<file path="src/rtl/mips_pkg.sv">
// Shared constants and types for the 4-stage MIPS integer core.
package mips_pkg;

    // Primary opcodes (instr[31:26])
    localparam logic [5:0] OP_RTYPE = 6'h00;
    localparam logic [5:0] OP_ADDI  = 6'h08;
    localparam logic [5:0] OP_ORI   = 6'h0D;

    // R-type function codes (instr[5:0])
    localparam logic [5:0] F_ADD = 6'h20;
    localparam logic [5:0] F_SUB = 6'h22;
    localparam logic [5:0] F_AND = 6'h24;
    localparam logic [5:0] F_OR  = 6'h25;
    localparam logic [5:0] F_NOR = 6'h27;
    localparam logic [5:0] F_SLT = 6'h2A;
    localparam logic [5:0] F_SLL = 6'h00;

    // ALU operation selected in ID and carried to EX
    typedef enum logic [3:0] {
        ALU_ADD  = 4'd0,
        ALU_SUB  = 4'd1,
        ALU_AND  = 4'd2,
        ALU_OR   = 4'd3,
        ALU_NOR  = 4'd4,
        ALU_SLT  = 4'd5,
        ALU_SLL  = 4'd6,
        ALU_ZERO = 4'd7
    } alu_op_t;

    // Encoding of the canonical NOP (sll $0,$0,0); also loaded into IF/ID bubbles
    localparam logic [31:0] NOP_INSTR = 32'h0000_0000;

endpackage

</file>
<file path="src/rtl/alu_param.sv">
// Combinational integer ALU of configurable width; arithmetic wraps.
module alu_param
    import mips_pkg::*;
#(
    parameter int DATA_W = 32
) (
    input  logic [DATA_W-1:0] a,
    input  logic [DATA_W-1:0] b,
    input  logic [4:0]        sh,
    input  alu_op_t           op,
    output logic [DATA_W-1:0] y
);

    // Select the operation result; unknown/NOP operations yield zero
    always_comb begin
        y = '0;
        case (op)
            ALU_ADD:  y = a + b;
            ALU_SUB:  y = a - b;
            ALU_AND:  y = a & b;
            ALU_OR:   y = a | b;
            ALU_NOR:  y = ~(a | b);
            ALU_SLT:  y = ($signed(a) < $signed(b)) ? {{(DATA_W-1){1'b0}}, 1'b1} : '0;
            ALU_SLL:  y = b << sh;
            ALU_ZERO: y = '0;
            default:  y = '0;
        endcase
    end

endmodule

</file>
<file path="src/rtl/mips_pipe_core.sv">
// 4-stage (IF, ID, EX, WB) MIPS integer core with EX/WB->EX forwarding,
// write-through register file, global stall and saturating retire counter.
module mips_pipe_core
    import mips_pkg::*;
#(
    parameter int DATA_W = 32,
    parameter int PC_W   = 8,
    parameter int NREG   = 32,
    parameter int CNT_W  = 16
) (
    input  logic              clk,
    input  logic              rst_n,
    output logic [PC_W-1:0]   imem_addr,
    input  logic [31:0]       imem_data,
    input  logic              imem_ready,
    input  logic              stall,
    output logic [DATA_W-1:0] salida,
    output logic              wb_valid,
    output logic [4:0]        wb_reg,
    output logic [CNT_W-1:0]  retired
);

    localparam logic [5:0] NREG_L = 6'(NREG);

    // Architectural and pipeline state
    logic [PC_W-1:0]   pc_r;
    logic [31:0]       ifid_instr_r;
    logic              ifid_valid_r;
    logic              idex_valid_r;
    alu_op_t           idex_alu_r;
    logic [4:0]        idex_rs_r;
    logic [4:0]        idex_rt_r;
    logic [4:0]        idex_dest_r;
    logic              idex_wr_r;
    logic              idex_use_imm_r;
    logic [4:0]        idex_sh_r;
    logic [DATA_W-1:0] idex_a_r;
    logic [DATA_W-1:0] idex_b_r;
    logic [DATA_W-1:0] idex_imm_r;
    logic              exwb_valid_r;
    logic              exwb_wr_r;
    logic [4:0]        exwb_dest_r;
    logic [DATA_W-1:0] exwb_result_r;
    logic [CNT_W-1:0]  retired_r;
    logic [DATA_W-1:0] rf_r [32];

    // Decode and datapath signals
    logic [4:0]        dec_rs_s;
    logic [4:0]        dec_rt_s;
    alu_op_t           dec_alu_s;
    logic [4:0]        dec_dest_s;
    logic              dec_wr_raw_s;
    logic              dec_wr_s;
    logic              dec_use_imm_s;
    logic [DATA_W-1:0] dec_imm_s;
    logic [DATA_W-1:0] rs_val_s;
    logic [DATA_W-1:0] rt_val_s;
    logic              wb_we_s;
    logic              fwd_a_s;
    logic              fwd_b_s;
    logic [DATA_W-1:0] ex_a_s;
    logic [DATA_W-1:0] ex_b_s;
    logic [DATA_W-1:0] ex_y_s;

    assign dec_rs_s = ifid_instr_r[25:21];
    assign dec_rt_s = ifid_instr_r[20:16];

    // Decode opcode/func into ALU op, destination, write enable and immediate
    always_comb begin
        dec_alu_s     = ALU_ZERO;
        dec_dest_s    = 5'd0;
        dec_wr_raw_s  = 1'b0;
        dec_use_imm_s = 1'b0;
        dec_imm_s     = DATA_W'($signed(ifid_instr_r[15:0]));
        case (ifid_instr_r[31:26])
            OP_RTYPE: begin
                dec_dest_s   = ifid_instr_r[15:11];
                dec_wr_raw_s = 1'b1;
                case (ifid_instr_r[5:0])
                    F_ADD:   dec_alu_s = ALU_ADD;
                    F_SUB:   dec_alu_s = ALU_SUB;
                    F_AND:   dec_alu_s = ALU_AND;
                    F_OR:    dec_alu_s = ALU_OR;
                    F_NOR:   dec_alu_s = ALU_NOR;
                    F_SLT:   dec_alu_s = ALU_SLT;
                    F_SLL:   dec_alu_s = ALU_SLL;
                    default: begin
                        dec_alu_s    = ALU_ZERO;
                        dec_wr_raw_s = 1'b0;
                    end
                endcase
            end
            OP_ADDI: begin
                dec_alu_s     = ALU_ADD;
                dec_dest_s    = dec_rt_s;
                dec_wr_raw_s  = 1'b1;
                dec_use_imm_s = 1'b1;
            end
            OP_ORI: begin
                dec_alu_s     = ALU_OR;
                dec_dest_s    = dec_rt_s;
                dec_wr_raw_s  = 1'b1;
                dec_use_imm_s = 1'b1;
                dec_imm_s     = DATA_W'(ifid_instr_r[15:0]);
            end
            default: begin
                dec_alu_s    = ALU_ZERO;
                dec_wr_raw_s = 1'b0;
            end
        endcase
    end

    // $0 and unimplemented registers are never written, so they never forward either
    assign dec_wr_s = dec_wr_raw_s && (dec_dest_s != 5'd0) && ({1'b0, dec_dest_s} < NREG_L);
    assign wb_we_s  = exwb_valid_r && exwb_wr_r && !stall;

    // Register file read with write-through of the same-cycle WB write
    always_comb begin
        rs_val_s = '0;
        rt_val_s = '0;
        if (dec_rs_s == 5'd0 || {1'b0, dec_rs_s} >= NREG_L) begin
            rs_val_s = '0;
        end else if (wb_we_s && exwb_dest_r == dec_rs_s) begin
            rs_val_s = exwb_result_r;
        end else begin
            rs_val_s = rf_r[dec_rs_s];
        end
        if (dec_rt_s == 5'd0 || {1'b0, dec_rt_s} >= NREG_L) begin
            rt_val_s = '0;
        end else if (wb_we_s && exwb_dest_r == dec_rt_s) begin
            rt_val_s = exwb_result_r;
        end else begin
            rt_val_s = rf_r[dec_rt_s];
        end
    end

    // EX operand selection: forward the EX/WB result over stale ID/EX values
    always_comb begin
        fwd_a_s = exwb_valid_r && exwb_wr_r && (exwb_dest_r != 5'd0) && (exwb_dest_r == idex_rs_r);
        fwd_b_s = exwb_valid_r && exwb_wr_r && (exwb_dest_r != 5'd0) && (exwb_dest_r == idex_rt_r);
        ex_a_s  = fwd_a_s ? exwb_result_r : idex_a_r;
        if (idex_use_imm_r) begin
            ex_b_s = idex_imm_r;
        end else if (fwd_b_s) begin
            ex_b_s = exwb_result_r;
        end else begin
            ex_b_s = idex_b_r;
        end
    end

    alu_param #(.DATA_W(DATA_W)) u_alu (
        .a  (ex_a_s),
        .b  (ex_b_s),
        .sh (idex_sh_r),
        .op (idex_alu_r),
        .y  (ex_y_s)
    );

    // Advance PC and the three pipeline registers unless stalled
    always_ff @(posedge clk or negedge rst_n) begin
        if (!rst_n) begin
            pc_r           <= '0;
            ifid_instr_r   <= NOP_INSTR;
            ifid_valid_r   <= 1'b0;
            idex_valid_r   <= 1'b0;
            idex_alu_r     <= ALU_ZERO;
            idex_rs_r      <= 5'd0;
            idex_rt_r      <= 5'd0;
            idex_dest_r    <= 5'd0;
            idex_wr_r      <= 1'b0;
            idex_use_imm_r <= 1'b0;
            idex_sh_r      <= 5'd0;
            idex_a_r       <= '0;
            idex_b_r       <= '0;
            idex_imm_r     <= '0;
            exwb_valid_r   <= 1'b0;
            exwb_wr_r      <= 1'b0;
            exwb_dest_r    <= 5'd0;
            exwb_result_r  <= '0;
        end else if (!stall) begin
            if (imem_ready) begin
                pc_r         <= pc_r + {{(PC_W-1){1'b0}}, 1'b1};
                ifid_instr_r <= imem_data;
                ifid_valid_r <= 1'b1;
            end else begin
                ifid_instr_r <= NOP_INSTR;
                ifid_valid_r <= 1'b0;
            end
            idex_valid_r   <= ifid_valid_r;
            idex_alu_r     <= dec_alu_s;
            idex_rs_r      <= dec_rs_s;
            idex_rt_r      <= dec_rt_s;
            idex_dest_r    <= dec_dest_s;
            idex_wr_r      <= ifid_valid_r && dec_wr_s;
            idex_use_imm_r <= dec_use_imm_s;
            idex_sh_r      <= ifid_instr_r[10:6];
            idex_a_r       <= rs_val_s;
            idex_b_r       <= rt_val_s;
            idex_imm_r     <= dec_imm_s;
            exwb_valid_r   <= idex_valid_r;
            exwb_wr_r      <= idex_valid_r && idex_wr_r;
            exwb_dest_r    <= idex_valid_r ? idex_dest_r : 5'd0;
            exwb_result_r  <= idex_valid_r ? ex_y_s : '0;
        end
    end

    // Register file write from WB, once per instruction as it leaves the stage
    always_ff @(posedge clk or negedge rst_n) begin
        if (!rst_n) begin
            for (int i = 0; i < 32; i++) begin
                rf_r[i] <= '0;
            end
        end else if (wb_we_s) begin
            rf_r[exwb_dest_r] <= exwb_result_r;
        end
    end

    // Count valid instructions leaving WB, saturating at all-ones
    always_ff @(posedge clk or negedge rst_n) begin
        if (!rst_n) begin
            retired_r <= '0;
        end else if (!stall && exwb_valid_r && (retired_r != {CNT_W{1'b1}})) begin
            retired_r <= retired_r + {{(CNT_W-1){1'b0}}, 1'b1};
        end
    end

    assign imem_addr = pc_r;
    assign salida    = exwb_result_r;
    assign wb_valid  = exwb_valid_r && exwb_wr_r;
    assign wb_reg    = exwb_dest_r;
    assign retired   = retired_r;

endmodule
</file>
<file path="config.mk">
export PLATFORM = sky130hd
export DESIGN_NAME = mips_pipe_core
export DESIGN_NICKNAME = d
export VERILOG_FILES = /design/src/rtl/mips_pkg.sv /design/src/rtl/alu_param.sv /design/src/rtl/mips_pipe_core.sv
export SDC_FILE = /design/constraint.sdc
export NUM_CORES = 2
export LEC_CHECK = 0
export CAP_MARGIN = 30
export CORE_MARGIN = 2
export CORE_UTILIZATION = 35
export CTS_CLUSTER_DIAMETER = 60
export DETAILED_ROUTE_END_ITERATION = 8
export SLEW_MARGIN = 20
export SYNTH_ARGS = -nofsm -noshare
export SYNTH_HDL_FRONTEND = slang
export SYNTH_SLANG_ARGS = --single-unit
</file>
<file path="constraint.sdc">
create_clock -name clk -period 12.2 [get_ports clk]
set_input_delay 3.66 -clock clk [delete_from_list [all_inputs] [get_ports clk]]
set_output_delay 3.66 -clock clk [all_outputs]
set_load 0.01 [all_outputs]
</file>
# Word level (Yosys, flattened, before mapping)
# Index checks and enable logic that the tools add are counted.
# op_classes
reduce_logical	24
n_shift	1
n_mul	0
bitwise_logic	7
eq_ne	19
order_cmp	5
add_sub_neg	4
n_mux	29
div	0
# ops
cell	n
$bwmux 1024	1
$mux 32	15
$bmux 32 s5	2
$pmux 32 s7	1
$demux 32 s5	1
$eq 6x6->1 const B	6
$add 32x32->32	1
$and 32x32->32	1
$lt 32x32->1	1
$not 32->32	1
$or 32x32->32	1
$shl 32x5->32	1
$sub 32x32->32	1
$pmux 3 s7	1
$eq 5x5->1	4
$ge 6x6->1 const B	3
$not 5->6	3
$add 16x1->16 const B	1
$ne 16x16->1 const B	1
$logic_and 1x1->1	13
$eq 4x3->1 const B	3
$eq 6x4->1 const B	2
$logic_not 6->1	2
$pmux 4 s3	1
16 further kinds	22
# totals
memories	0
rom_bits	0
out_inout_bits	62
elab_cells	140
in_bits	36
mem_bits_rw	0
latch_bits	0
register_bits	1243

# Logic depth before layout (Yosys ltp)
# depth
depth_word	9
mapped_depth	23
depth_no_buf	18

# By module
# From an unflattened synthesis, not the netlist that was laid out.
# unflattened
hier_cells	5422
hier_area_um2	70196.1
# modules_own_cells
module	instances	cells_per_inst	seq_area_each_um2	area_each_um2
mips_pipe_core	1	4459	30583.1	63564.7
alu_param	1	963	0.0	6631.4

# Least setup slack after synthesis
# OpenSTA, ideal clock, no wires.
# synth_path
path_type	input port to flip-flop
from	input port stall
to	register rf_r[100] (netlist bit)
required_ns	12.075
path_slack_ns	6.684
arrival_time_ns	5.392
cell_stages	7
setup_time_ns	0.125
cell_sequence	nor2b_1 nand2_1 or3_1 clkbuf_1 nor2_1 clkbuf_1 mux2_2
# synth_via
elab_chain_len	2
# synth_lines
item	line_no	rtl
start: declaration	mips_pipe_core.sv:16	input logic stall,
$logic_not 1->1	mips_pipe_core.sv:115	assign wb_we_s = exwb_valid_r && exwb_wr_r && !stall;
$logic_and 1x1->1	mips_pipe_core.sv:115	
end signal: indexed assignment	mips_pipe_core.sv:214	rf_r[exwb_dest_r] <= exwb_result_r;
end: declaration	mips_pipe_core.sv:45	logic [DATA_W-1:0] rf_r [32];
# Every way passes these cells.
# A chain may end at the register's enable or synchronous reset.

# Final worst setup path
# layout_path
from	register exwb_dest_r[2], in the netlist wb_reg[2]
to	register exwb_result_r[0], in the netlist salida[0]
# layout_via
elab_chain_len	9
elab_cells_between_ends	19
classes_between	2 x add/sub; 1 x order compare; 2 x eq/ne; 1 x shift; 6 x mux; 3 x bitwise; 4 x reduce/logical
# layout_lines
item	line_no	rtl
start: declaration	mips_pipe_core.sv:42	logic [4:0] exwb_dest_r;
start signal: assignment	mips_pipe_core.sv:202	exwb_dest_r <= idex_valid_r ? idex_dest_r : 5'd0;
$reduce_bool 5->1	mips_pipe_core.sv:139, mips_pipe_core.sv:140	
$logic_and 1x1->1	mips_pipe_core.sv:139, mips_pipe_core.sv:140	
$logic_and 1x1->1	mips_pipe_core.sv:140	fwd_b_s = exwb_valid_r && exwb_wr_r && (exwb_dest_r != 5'd0) && (exwb_dest_r == idex_rt_r);
$mux 32	mips_pipe_core.sv:144	end else if (fwd_b_s) begin
$mux 32	mips_pipe_core.sv:142	if (idex_use_imm_r) begin
$lt 32x32->1 or $or 32x32->32 (tied branches)	alu_param.sv:23, alu_param.sv:21, alu_param.sv:22	
$mux 1 or $not 32->32 (tied branches)	alu_param.sv:23, alu_param.sv:22	
$pmux 32 s7 (*)	alu_param.sv:17	case (op)
$mux 32 (*)	mips_pipe_core.sv:203	exwb_result_r <= idex_valid_r ? ex_y_s : '0;
end signal: assignment	mips_pipe_core.sv:203	
end: declaration	mips_pipe_core.sv:43	logic [DATA_W-1:0] exwb_result_r;
# Every way passes the cells marked *; elsewhere a longest branch is shown, timed or not.

==> flow_summary_export.csv <==
group,metric,value,unit
floorplanning,fp.coreArea,200000,µm²
cells_and_area,post_layout_nets,5407,
floorplanning,chipHeight,453,µm
setup_path,critical_path_arrival,7.49,ns
routing,totalWireLength,232,mm
status,outcome,"finished clean",
cells_and_area,largest_register_ff_count,1024,
timing,timing.final.crit_period,6.84,ns
grt,maximum_number_of_pins_on_one_net_before_global_route_repair,179,
grt,gr-total-overflow,0,
synthesis,synthDominantCellAreaShare,0.432,
cells_and_area,area_delta_synth_final,12.4,%
routing,wl_per_cell,28.9,µm
synthesis,netlist-cell-type-count,86,
timing,finalSetupViolations,0,
timing,tightestPinTransition,1.08,ns
cells_and_area,layout.filler_cells,18700,
synthesis,fraction_of_the_yosys_area_taken_by_sequential_cells,0.433,
floorplanning,die_area,206000,µm²
floorplanning,start_util,0.353,
floorplanning,die_w,453,µm
grt,first_global_vias,49400,
clocking,ctsResizeCount,0,
cells_and_area,largest-register,"rf_r",
clocking,cts.sink_count,1222,
clocking,cts.reportedPaths.clkPinSlew,0.06,ns
timing,final.period_utilization,0.560,
routing,avgViaCountPerCell,6.07,
clocking,clockRootBuffer,"clkbuf_16",
routing,drt_pre_antenna_iters,7,
setup_path,regToRegStartpoint,"wb_reg[2]$_DFFE_PN0N_",
grt,grt_first_pass_wirelength,344,mm
synthesis,synth_edf_count,0,
clocking,cts_made_buffers,144,
min_path,hold-path-cell-count,1,
timing,hold_viol_final,0,
timing,setup_tns,0,ns
grt,grt_util_all_layers,0.224,
timing,fmaxAchievable,0.146,GHz
power_and_ir_drop,vdd_ir_drop_max,95.1,µV
setup_path,worst_r2r_endpoint,"salida[0]$_DFFE_PN0N_",
place,preCtsSetupSlack,5.01,ns
synthesis,synth_top_cell_by_area,"dfrtp_1",
clocking,cts_max_path_buffers,3,
synthesis,syn_nets,5572,
cells_and_area,final_util,0.397,
setup_path,cp_data_required_time,12.86,ns
routing,num_vias,48800,
routing,dr.first_iter.drc_count,4590,
synthesis,post_synth_most_frequent_cells,"1219 x dfrtp_1, 1099 x mux2_2, 555 x mux4_2",
synthesis,most_instantiated_flip_flop_cell_in_the_synthesis_netlist,"dfrtp_1",
synthesis,synth.ff_latch_count,1222,
synthesis,synth.top_cells.by_area,"dfrtp_1 43%, mux4_2 18%, mux2_2 18%",
clocking,cts_hold_repair.buffers,0,
setup_path,timing.critical_path.fanout_max,29,
synthesis,synthesis.area,70700,µm²
timing,timing_max_transition_violations_final,0,
clocking,cts-htree-levels,4,
timing,max-slew-margin-rel,0.280,
setup_path,crit_path_end_kind,"flop",
clocking,tritoncts,"done",
timing,finalWorstSetupSlack,5.36,ns
grt,antenna_found_initial,7,
setup_path,rrSetupSlack,5.36,ns
place,place.port_buffers,97,
place,hpwlAfterDp,143,mm
routing,postRouteAntennaNets,0,
setup_path,start_kind,"flop",
floorplanning,floorplan.io_pins,98,
clocking,clk-insertion-delay-late,0.81,ns
timing,setup_repair_after_global_routing_missed_its_margin,"false",
synthesis,post_synthesis_async_set_or_reset_flop_share,1.00,
clocking,post_cts_buffers,0,
floorplanning,floorplan.rows,164,
power_and_ir_drop,power_density,130,nW/µm²
routing,route.detailed.drc,0,
job,max-cap-violations,0,
min_path,hold_end,"imem_addr[7]$_DFFE_PN0P_",
synthesis,syn-mean-instance-area,13.0,µm²
min_path,worst_hold_path_type,"reg2reg",
place,gpl.final_weighted_congestion,0.953,
setup_path,worst_r2r_path_depth,16,
synthesis,yosysMostFrequentCell,"dfrtp_1",
min_path,min_from,"imem_addr[7]$_DFFE_PN0P_",
synthesis,synthesis.instances,5419,
power_and_ir_drop,power.static_leakage,35.0,nW
timing,finClkSkew,0.0314,ns
setup_path,timing_worst_setup_path_type,"reg2reg",
cells_and_area,post_route_cells_drive_above_1_share,0.393,
synthesis,yosys_warnings,0,
how the worst max path moves through the flow:
| stage | startpoint | end | slack (ns) | depth (start not counted) |
|---|---|---|---|---|
| floorplan | stall | rf_r[100]$_DFFE_PN0P_ | 6.68 | 7 |
| global placement | stall | rf_r[953]$_DFFE_PN0P_ | 4.78 | 6 |
| global route | wb_reg[0]$_DFFE_PN0N_ | salida[0]$_DFFE_PN0N_ | 5.09 | 19 |
| detailed placement | stall | rf_r[1020]$_DFFE_PN0P_ | 5.01 | 7 |
| CTS | wb_reg[0]$_DFFE_PN0N_ | salida[0]$_DFFE_PN0N_ | 5.46 | 19 |
| finish | wb_reg[2]$_DFFE_PN0N_ | salida[0]$_DFFE_PN0N_ | 5.36 | 16 |
per-stage QoR:
stage                     hold WS [ns]  instance area (µm²)  power (W)  cells
final                            0.480                79500     0.0103   8032
after global routing             0.497                79500     0.0107   8031
after CTS                        0.486                79300     0.0104   8023
after detailed placement         0.473                74400    0.00589   7759
after global placement           0.467                74400    0.00588   7755
after floorplan                  0.445                70700    0.00526   5419
kinds of logic (layout without fill, tap and decap cells):
| logic type | after synthesis | after routing | share of synthesized area |
|---|---|---|---|
| AOI/OAI and AO/OA | 793 | 793 | 0.0781 |
| xor gates and xnor gates | 68 | 68 | 0.00853 |
| adders and majority gates | 117 | 117 | 0.0209 |
| buffers and inverters | 663 | 616 | 0.0358 |
| DFF | 1222 | 1222 | 0.433 |
| muxes | 1849 | 1849 | 0.380 |
| other | 0 | 4 | 0 |
| and+or+nand+nor | 707 | 707 | 0.0445 |
placed cells by master, fill, tap and decap left out, types with 10 or more instances in the layout:
cell and count:
dfrtp_1 1206, clkbuf_8 32, mux2i_1 195, clkbuf_1 33
nand3_1 38, nor4_1 11, nand2b_1 24, o211ai_1 25
inv_1 111, nor2_1 262, nor2_4 17, a211oi_1 29
ha_1 115, mux2_2 1099, nand4_1 17, clkbuf_16 148
o221ai_1 10, xnor2_1 46, and2_1 15, clkinv_2 17
o21ai_0 153, a21o_1 22, a21oi_1 177, a221oi_1 110
mux4_2 555, xor2_1 21, a22oi_1 24, o21a_1 13
and3_1 16, o22ai_1 18, buf_4 120, nor3_1 33
buf_12 13, clkdlybuf4s50_1 95, a31oi_1 16, nand2_1 202
dfrtp_4 10, a22o_1 80
metal layers:
layer | global-route usage | routed length (µm)
met1 | 0.296 | 95900
met2 | 0.359 | 110000
met4 | 0.101 | 10400
met3 | 0.0423 | 15700
met5 | 0 | 0
power by group:
part	switching, W	total (W)	internal (W)
Combinational	0.00107	0.00164	0.000568
Clock	0.00182	0.00445	0.00263
Sequential	0.0000912	0.00421	0.00412
Total	0.00298	0.0103	0.00732
final cells by class:
cell class / instances / area [µm²] / area share
diodes: 4 / 10.0 / 0.000126
clock buffers: 212 / 4250 / 0.0535
clock inverters: 52 / 643 / 0.00809
inverters: 114 / 428 / 0.00538
multi-input cells: 3534 / 37900 / 0.476
flip-flops and latches: 1222 / 30600 / 0.385
well taps: 2656 / 3320 / 0.0418
repair buffers: 238 / 2340 / 0.0294
critical path, cell delays in order, from the launching register on:
cell and delay, ns:
dfrtp_1 0.36, buf_4 0.24, or3_4 0.52, o311a_1 0.48
nand2_2 0.65, mux2i_1 0.53, a21oi_1 0.29, ha_1 0.44
or3_1 0.40, or3_1 0.37, a31oi_1 0.37, a221o_1 0.22
a31oi_1 0.08, a2111oi_0 0.91, o211ai_1 0.29, a21oi_1 0.34
o211ai_1 0.15
(Power assumes the default switching activity.)
